### src/rtl/cmos_size_check.sv
// rtl/cmos_size_check.sv - per-frame DVP output size checker for the OV5640 capture path
module cmos_size_check #(
  parameter int SKIP_FRAMES = 10
) (
  input  logic        cam_pclk,
  input  logic        rst_n,
  input  logic        cfg_done,
  input  logic        cam_vsync,
  input  logic        cam_href,
  input  logic [12:0] exp_h_pixel,
  input  logic [12:0] exp_v_pixel,
  output logic [12:0] meas_h_pixel,
  output logic [12:0] meas_v_pixel,
  output logic        meas_valid,
  output logic        size_ok,
  output logic        size_err,
  output logic [7:0]  frame_cnt
);

  typedef enum logic [1:0] {IDLE, SKIP, MEAS} state_t;

  localparam logic [15:0] SKIP_LIM = 16'(SKIP_FRAMES);

  state_t      state;
  logic        vsync_d0, vsync_d1, href_d0, href_d1;
  logic        vs_rise, href_fall;
  logic [13:0] byte_cnt, ref_bytes;
  logic [12:0] line_cnt;
  logic        err_incons, err_odd;
  // set when a frame boundary cuts a line: its tail must not count as a line of the new frame
  logic        drop_line;
  logic [12:0] exp_h_q, exp_v_q;
  logic [15:0] skip_cnt;
  logic [12:0] rep_h;
  logic        rep_ok;

  assign vs_rise   = vsync_d0 & ~vsync_d1;
  assign href_fall = ~href_d0 & href_d1;

  // report values for the frame ending at the current vsync rise; href_d0 high means a truncated line
  always_comb begin
    rep_h  = (line_cnt == 13'd0) ? 13'd0 : ref_bytes[13:1];
    rep_ok = (rep_h == exp_h_q) && (line_cnt == exp_v_q) && !err_incons && !err_odd &&
             !href_d0 && (line_cnt != 13'd0);
  end

  // two-stage input registers for edge detection
  always_ff @(posedge cam_pclk) begin
    if (!rst_n) begin
      vsync_d0 <= 1'b0;
      vsync_d1 <= 1'b0;
      href_d0  <= 1'b0;
      href_d1  <= 1'b0;
    end else begin
      vsync_d0 <= cam_vsync;
      vsync_d1 <= vsync_d0;
      href_d0  <= cam_href;
      href_d1  <= href_d0;
    end
  end

  // expected size is captured at each frame start and applies to that frame
  always_ff @(posedge cam_pclk) begin
    if (!rst_n) begin
      exp_h_q <= 13'd0;
      exp_v_q <= 13'd0;
    end else if (vs_rise) begin
      exp_h_q <= exp_h_pixel;
      exp_v_q <= exp_v_pixel;
    end
  end

  // control FSM, line/byte measurement and per-frame reporting
  always_ff @(posedge cam_pclk) begin
    if (!rst_n) begin
      state        <= IDLE;
      skip_cnt     <= 16'd0;
      byte_cnt     <= 14'd0;
      ref_bytes    <= 14'd0;
      line_cnt     <= 13'd0;
      err_incons   <= 1'b0;
      err_odd      <= 1'b0;
      drop_line    <= 1'b0;
      meas_h_pixel <= 13'd0;
      meas_v_pixel <= 13'd0;
      meas_valid   <= 1'b0;
      size_ok      <= 1'b0;
      size_err     <= 1'b0;
      frame_cnt    <= 8'd0;
    end else if (!cfg_done) begin
      state      <= IDLE;
      skip_cnt   <= 16'd0;
      byte_cnt   <= 14'd0;
      ref_bytes  <= 14'd0;
      line_cnt   <= 13'd0;
      err_incons <= 1'b0;
      err_odd    <= 1'b0;
      drop_line  <= 1'b0;
      meas_valid <= 1'b0;
      size_ok    <= 1'b0;
      size_err   <= 1'b0;
      frame_cnt  <= 8'd0;
    end else begin
      meas_valid <= 1'b0;
      case (state)
        IDLE: begin
          state     <= SKIP;
          skip_cnt  <= 16'd0;
          byte_cnt  <= 14'd0;
          line_cnt  <= 13'd0;
          drop_line <= 1'b0;
        end
        SKIP, MEAS: begin
          if (vs_rise) begin
            if (state == SKIP) begin
              skip_cnt <= skip_cnt + 16'd1;
              if (skip_cnt + 16'd1 >= SKIP_LIM) state <= MEAS;
            end else begin
              meas_h_pixel <= rep_h;
              meas_v_pixel <= line_cnt;
              size_ok      <= rep_ok;
              size_err     <= !rep_ok;
              meas_valid   <= 1'b1;
              frame_cnt    <= frame_cnt + 8'd1;
            end
            byte_cnt   <= 14'd0;
            ref_bytes  <= 14'd0;
            line_cnt   <= 13'd0;
            err_incons <= 1'b0;
            err_odd    <= 1'b0;
            drop_line  <= href_d0;
          end else if (href_fall) begin
            byte_cnt  <= 14'd0;
            drop_line <= 1'b0;
            if (!drop_line) begin
              if (line_cnt != 13'h1fff) line_cnt <= line_cnt + 13'd1;
              if (line_cnt == 13'd0) ref_bytes <= byte_cnt;
              else if (byte_cnt != ref_bytes) err_incons <= 1'b1;
              if (byte_cnt[0]) err_odd <= 1'b1;
            end
          end else if (href_d0 && byte_cnt != 14'h3fff) begin
            byte_cnt <= byte_cnt + 14'd1;
          end
        end
        default: state <= IDLE;
      endcase
    end
  end

endmodule

### config.mk
export PLATFORM = sky130hd
export DESIGN_NAME = cmos_size_check
export DESIGN_NICKNAME = d
export VERILOG_FILES = /design/src/rtl/cmos_size_check.sv
export SDC_FILE = /design/constraint.sdc
export NUM_CORES = 1
export LEC_CHECK = 0
export BUFFER_PORTS_ARGS = -buffer_cell sky130_fd_sc_hd__buf_2
export CAP_MARGIN = 20
export CORE_ASPECT_RATIO = 0.5
export CORE_MARGIN = 2
export CORE_UTILIZATION = 53
export DETAILED_ROUTE_END_ITERATION = 7
export HOLD_SLACK_MARGIN = 0.06
export PLACE_DENSITY = 0.81
export SETUP_SLACK_MARGIN = 0.2
export SYNTH_ARGS = -nofsm -noshare
export SYNTH_HDL_FRONTEND = slang
export SYNTH_SLANG_ARGS = --single-unit
export TNS_END_PERCENT = 20
### constraint.sdc
create_clock -name cam_pclk -period 2.6 [get_ports cam_pclk]
set_input_delay 0.13 -clock cam_pclk [delete_from_list [all_inputs] [get_ports cam_pclk]]
set_output_delay 0.13 -clock cam_pclk [all_outputs]
set_load 0.02 [all_outputs]
# --- Word-level counts from Yosys, hierarchy flattened ---
# Cells that the tools add are included.
totals:
  out_inout_bits: 37
  inputBits: 31
  regBits: 129
  elab_cells: 111
op_classes:
  n_reduce_logical: 31
  n_addsub: 4
  n_lt_le_gt_ge: 1
  n_bitwise: 5
  n_eq_ne: 16
  n_mux: 34
ops:
  columns: ["op", "n"]
  rows:
  - ["$mux 14", 7]
  - ["$mux 13", 5]
  - ["$mux 16", 2]
  - ["$pmux 16 s2", 1]
  - ["$pmux 14 s2", 1]
  - ["$eq 13x13->1", 2]
  - ["$pmux 13 s2", 1]
  - ["$reduce_and 4->1", 5]
  - ["$add 16x1->16 const B", 1]
  - ["$ge 16x4->1 const B", 1]
  - ["$add 14x1->14 const B", 1]
  - ["$ne 14x14->1", 1]
  - ["$ne 14x14->1 const B", 1]
  - ["$add 13x1->13 const B", 1]
  - ["$logic_not 13->1", 1]
  - ["$ne 13x13->1 const B", 1]
  - ["$reduce_bool 13->1", 1]
  - ["$mux 1", 12]
  - ["$ne 2x2->1 const B", 5]
  - ["$reduce_bool 2->1", 5]
  - ["$ne 3x3->1 const B", 3]
  - ["$reduce_and 3->1", 3]
  - ["$add 8x1->8 const B", 1]
  - ["$logic_and 1x1->1", 6]
  - ["13 further kinds", 23]

# --- Longest topological paths before layout ---
depth:
  word_depth: 9
  depth_mapped: 10
  mapped_depth_nobuf: 8

# --- Worst setup path before layout ---
# No wires, ideal clock.
synth_timing:
  path_type: "register to register"
  startpoint: "reg line_cnt[3]"
  endpoint: "reg size_err"
  setup_time_ns: 0.116
  path_slack_ns: 0.146
  path_stages_with_launch: 8
  period_less_slack_ns: 2.454
  t_arrival_ns: 2.338
  path_buffers: 1
  required_time_ns: 2.484
  path_cell_list: "dfxtp_1 -> buf_2 -> or4_4 -> or3_1 -> o32a_1 -> a2111o_1 -> a2111o_1 -> o211a_1"
synth_between:
  elab_chain_len: 9
  word_cells_on_any_way: 11
  classes_between: "2 x eq/ne; 1 x mux; 8 x reduce/logical"
synth_lines:
  columns: ["item", "line_no", "rtl"]
  rows:
  - ["start: declaration", "28", "logic [12:0] line_cnt;"]
  - ["start signal: assignment", "136", "if (line_cnt != 13'h1fff) line_cnt <= line_cnt + 13'd1;"]
  - ["$logic_not 13->1", "42", "rep_h = (line_cnt == 13'd0) ? 13'd0 : ref_bytes[13:1];"]
  - ["$mux 13", "42", null]
  - ["$eq 13x13->1", "43", "rep_ok = (rep_h == exp_h_q) && (line_cnt == exp_v_q) && !err_incons && !err_odd &&"]
  - ["$logic_and 1x1->1 (4 in series)", "43", null]
  - ["$logic_and 1x1->1 (*)", "44", "!href_d0 && (line_cnt != 13'd0);"]
  - ["$logic_not 1->1 (*)", "122", "size_err <= !rep_ok;"]
  - ["end signal: assignment", "122", null]
  - ["end: declaration", "16", "output logic size_err,"]
# Every way passes the cells marked *; elsewhere a longest branch is shown, timed or not.
# A chain may end at the register's enable or synchronous reset.

# --- Final worst setup path ---
layout_timing:
  startpoint: "reg line_cnt[0]"
  endpoint: "reg size_err"
# The elaborated chain is that of the path after synthesis.

==> impl_metrics.json <==
{
  "dp.final_hpwl_um": 11500,
  "rr_worst_depth": 8,
  "peakVddDrop_uv": 405,
  "postSynthAreaPerCell_um2": 8.18,
  "clockPowerShare": 0.497,
  "finalNetCount": 911,
  "tightest_slew_ps": 685,
  "die_area_um2": 12600,
  "seqPwrFrac": 0.414,
  "finalSetupViolations": 0,
  "grt_max_degree": 59,
  "whs_ps": 286,
  "intPower_w": 0.00366,
  "synthFlopType": "dfxtp_1",
  "power.total_w": 0.00490,
  "vias_per_cell": 5.81,
  "htree_levels": 4,
  "ys_ff_latch": 129,
  "io_pins": 68,
  "clock-sinks": 129,
  "yosys-top-cells-area": "dfxtp_1, nand2_1, xor2_1",
  "die_width_um": 157,
  "synth_cell_types": 54,
  "cts_buffers": 17,
  "grt_pass1_wl_um": 28000,
  "core_um2": 11200,
  "synth_top_area_share": 0.417,
  "drc": 0,
  "drive_above_1_share": 0.183,
  "routed_wl_um": 17500,
  "grt_pass1_vias": 5640,
  "p_per_area_nw_per_um2": 627,
  "fp.dieH_um": 80.4,
  "routed-via-count": 6048,
  "path_clk_slew_ps": 60,
  "ys_top_cells_by_count": "nand2_1, dfxtp_1, nor2_1, clkbuf_1",
  "cts_tree": "done",
  "synth.most_common_cell": "nand2_1",
  "dr.pass1.iters": 6,
  "synth.cell_area_um2": 6190,
  "worstSetupPathType": "reg2reg",
  "hold_viol_final": 0,
  "yosys.area.top_type": "dfxtp_1",
  "fin_crit_ps": 2520,
  "gp_congestion": 0.884,
  "max-slew-margin-rel": 0.539,
  "antenna_found_initial": 0,
  "root_buffer": "clkbuf_16",
  "net-switching-power_w": 0.00124,
  "ys_async_sr_fraction": 0,
  "post-cts-setup-buffers": 0,
  "routedWlPerCell_um": 16.8,
  "gr-total-overflow": 0,
  "antenna_cells": 0,
  "required_ps": 2910,
  "fp-row-count": 27,
  "syn_nets": 799,
  "start_util": 0.554,
  "drv_cap": 0,
  "stdcell_count": 1041,
  "clock_skew_ps": 8.92,
  "endpoint_kind": "flop",
  "gr-usage-all-layers": 0.287,
  "clockBufferDepth": 2,
  "synth_edf_count": 0,
  "ant_nets": 0,
  "syn_inst": 757,
  "dp_cells": 980,
  "p_leak_nw": 3.08,
  "finalCritPeriodShare": 0.968,
  "final_util": 0.699,
  "fmax_mhz": 398,
  "clock_latency_ps": 420,
  "hold_class": "in2reg",
  "crit_fanout": 2,
  "yosys_warnings": 0,
  "io_buffers": 67,
  "worstPathArrival_ps": 2830,
  "first_iter_violations": 565,
  "p_comb_frac": 0.089,
  "final.setup.tns_ps": 0,
  "min_path_cells": 3,
  "rsz0062_at_grt": "true",
  "area_delta_synth_final_pct": 26.3,
  "p_sw_frac": 0.254,
  "slew_violations": 0,
  "cp-start-kind": "flop",
  "status": "finished, final reports clean",
  "synth-seq-area-share": 0.417
}
## through the flow
stage          cell area, µm²  setup slack (ps)
2_1_floorplan            6190               146
3_3_place_gp             6890               146
3_5_place_dp             6890               112
4_1_cts                  7790               102
5_1_grt                  7820              33.9
6_report                 7820              84.4
## sequential cells by signal (all words and copies together) (netlist names), 2 cells and up
register      cells
line_cnt         13
meas_h_pixel     13
ref_bytes        14
state             2
byte_cnt         14
meas_v_pixel     13
exp_v_q          13
frame_cnt         8
exp_h_q          13
skip_cnt         16
## cell usage in the layout (no fill, tap or decap), types with 11 or more instances in the layout
master         netlist  layout
a21boi_0            43      43
a21oi_1             32      31
a22oi_1             15      15
and2_1              11      11
buf_2                3      67
buf_4                0      50
clkbuf_16            0      17
dfxtp_1            129     129
dlygate4sd3_1        0      29
nand2_1            131     131
nand3_1             21      21
nand4_1             27      27
nor2_1              70      69
nor3_1              16      16
o21ai_0             24      24
xnor2_1             26      26
xor2_1              43      43
## per-layer routing
metal | global-route usage | part of all wire | vias up
met4 | 0.0881 | 0.017 | 0
met5 | 0 | 0 | -
met1 | 0.372 | 0.43 | 2870
li1 | - | - | 2857
met3 | 0.0658 | 0.083 | 38
met2 | 0.479 | 0.47 | 283
## path summary, 6_finish.rpt
check                  startpoint         endpoint  slack (ps)
setup reg to reg      line_cnt[0]         size_err          80
hold / removal              rst_n         size_err         290
setup / recovery      line_cnt[0]         size_err          80
hold reg to reg   meas_v_pixel[4]  meas_v_pixel[4]         460
## area by class of cell
type | count | area (µm²)
tap | 159 | 199
multi-input combinational | 565 | 3390
clock inverter | 12 | 149
timing repair buffer | 146 | 1000
clock buffer | 20 | 457
fill | 822 | 3360
sequential | 129 | 2580
inverter | 10 | 37.5
## kinds of logic after synthesis
family	count (synthesis)	share of synthesized area
AOI/OAI and AO/OA	157	0.173
xor gates and xnor gates	69	0.0976
adders and majority gates	11	0.0222
buffers and inverters	63	0.0400
DFF	129	0.417
muxes	3	0.00485
and+or+nand+nor	325	0.246
## timing repair
item                                   in CTS  in global routing
hold buffers                               29                  0
resized for setup                           0                  8
setup endpoints to repair                   3                 41
endpoints found under the hold margin      29                  0
## power groups by stage
stage	logic (W)	registers [W]	clock network (W)
after floorplan	0.000244	0.00207	0
after global placement	0.000372	0.00207	0
after detailed placement	0.000381	0.00207	0
after CTS	0.000419	0.00203	0.00244
after global routing	0.000472	0.00203	0.00255
final	0.000435	0.00203	0.00244
## worst max-delay path, cell delays in order (launching register included)
cell and delay, ps:
dfxtp_1 310, inv_1 50, ha_1 130, or4b_4 460, or3_4 350, o32a_1 290, a2111o_1 340, a2111o_1 330
o211a_1 140
No activity file was read; power rests on OpenSTA's default activity.
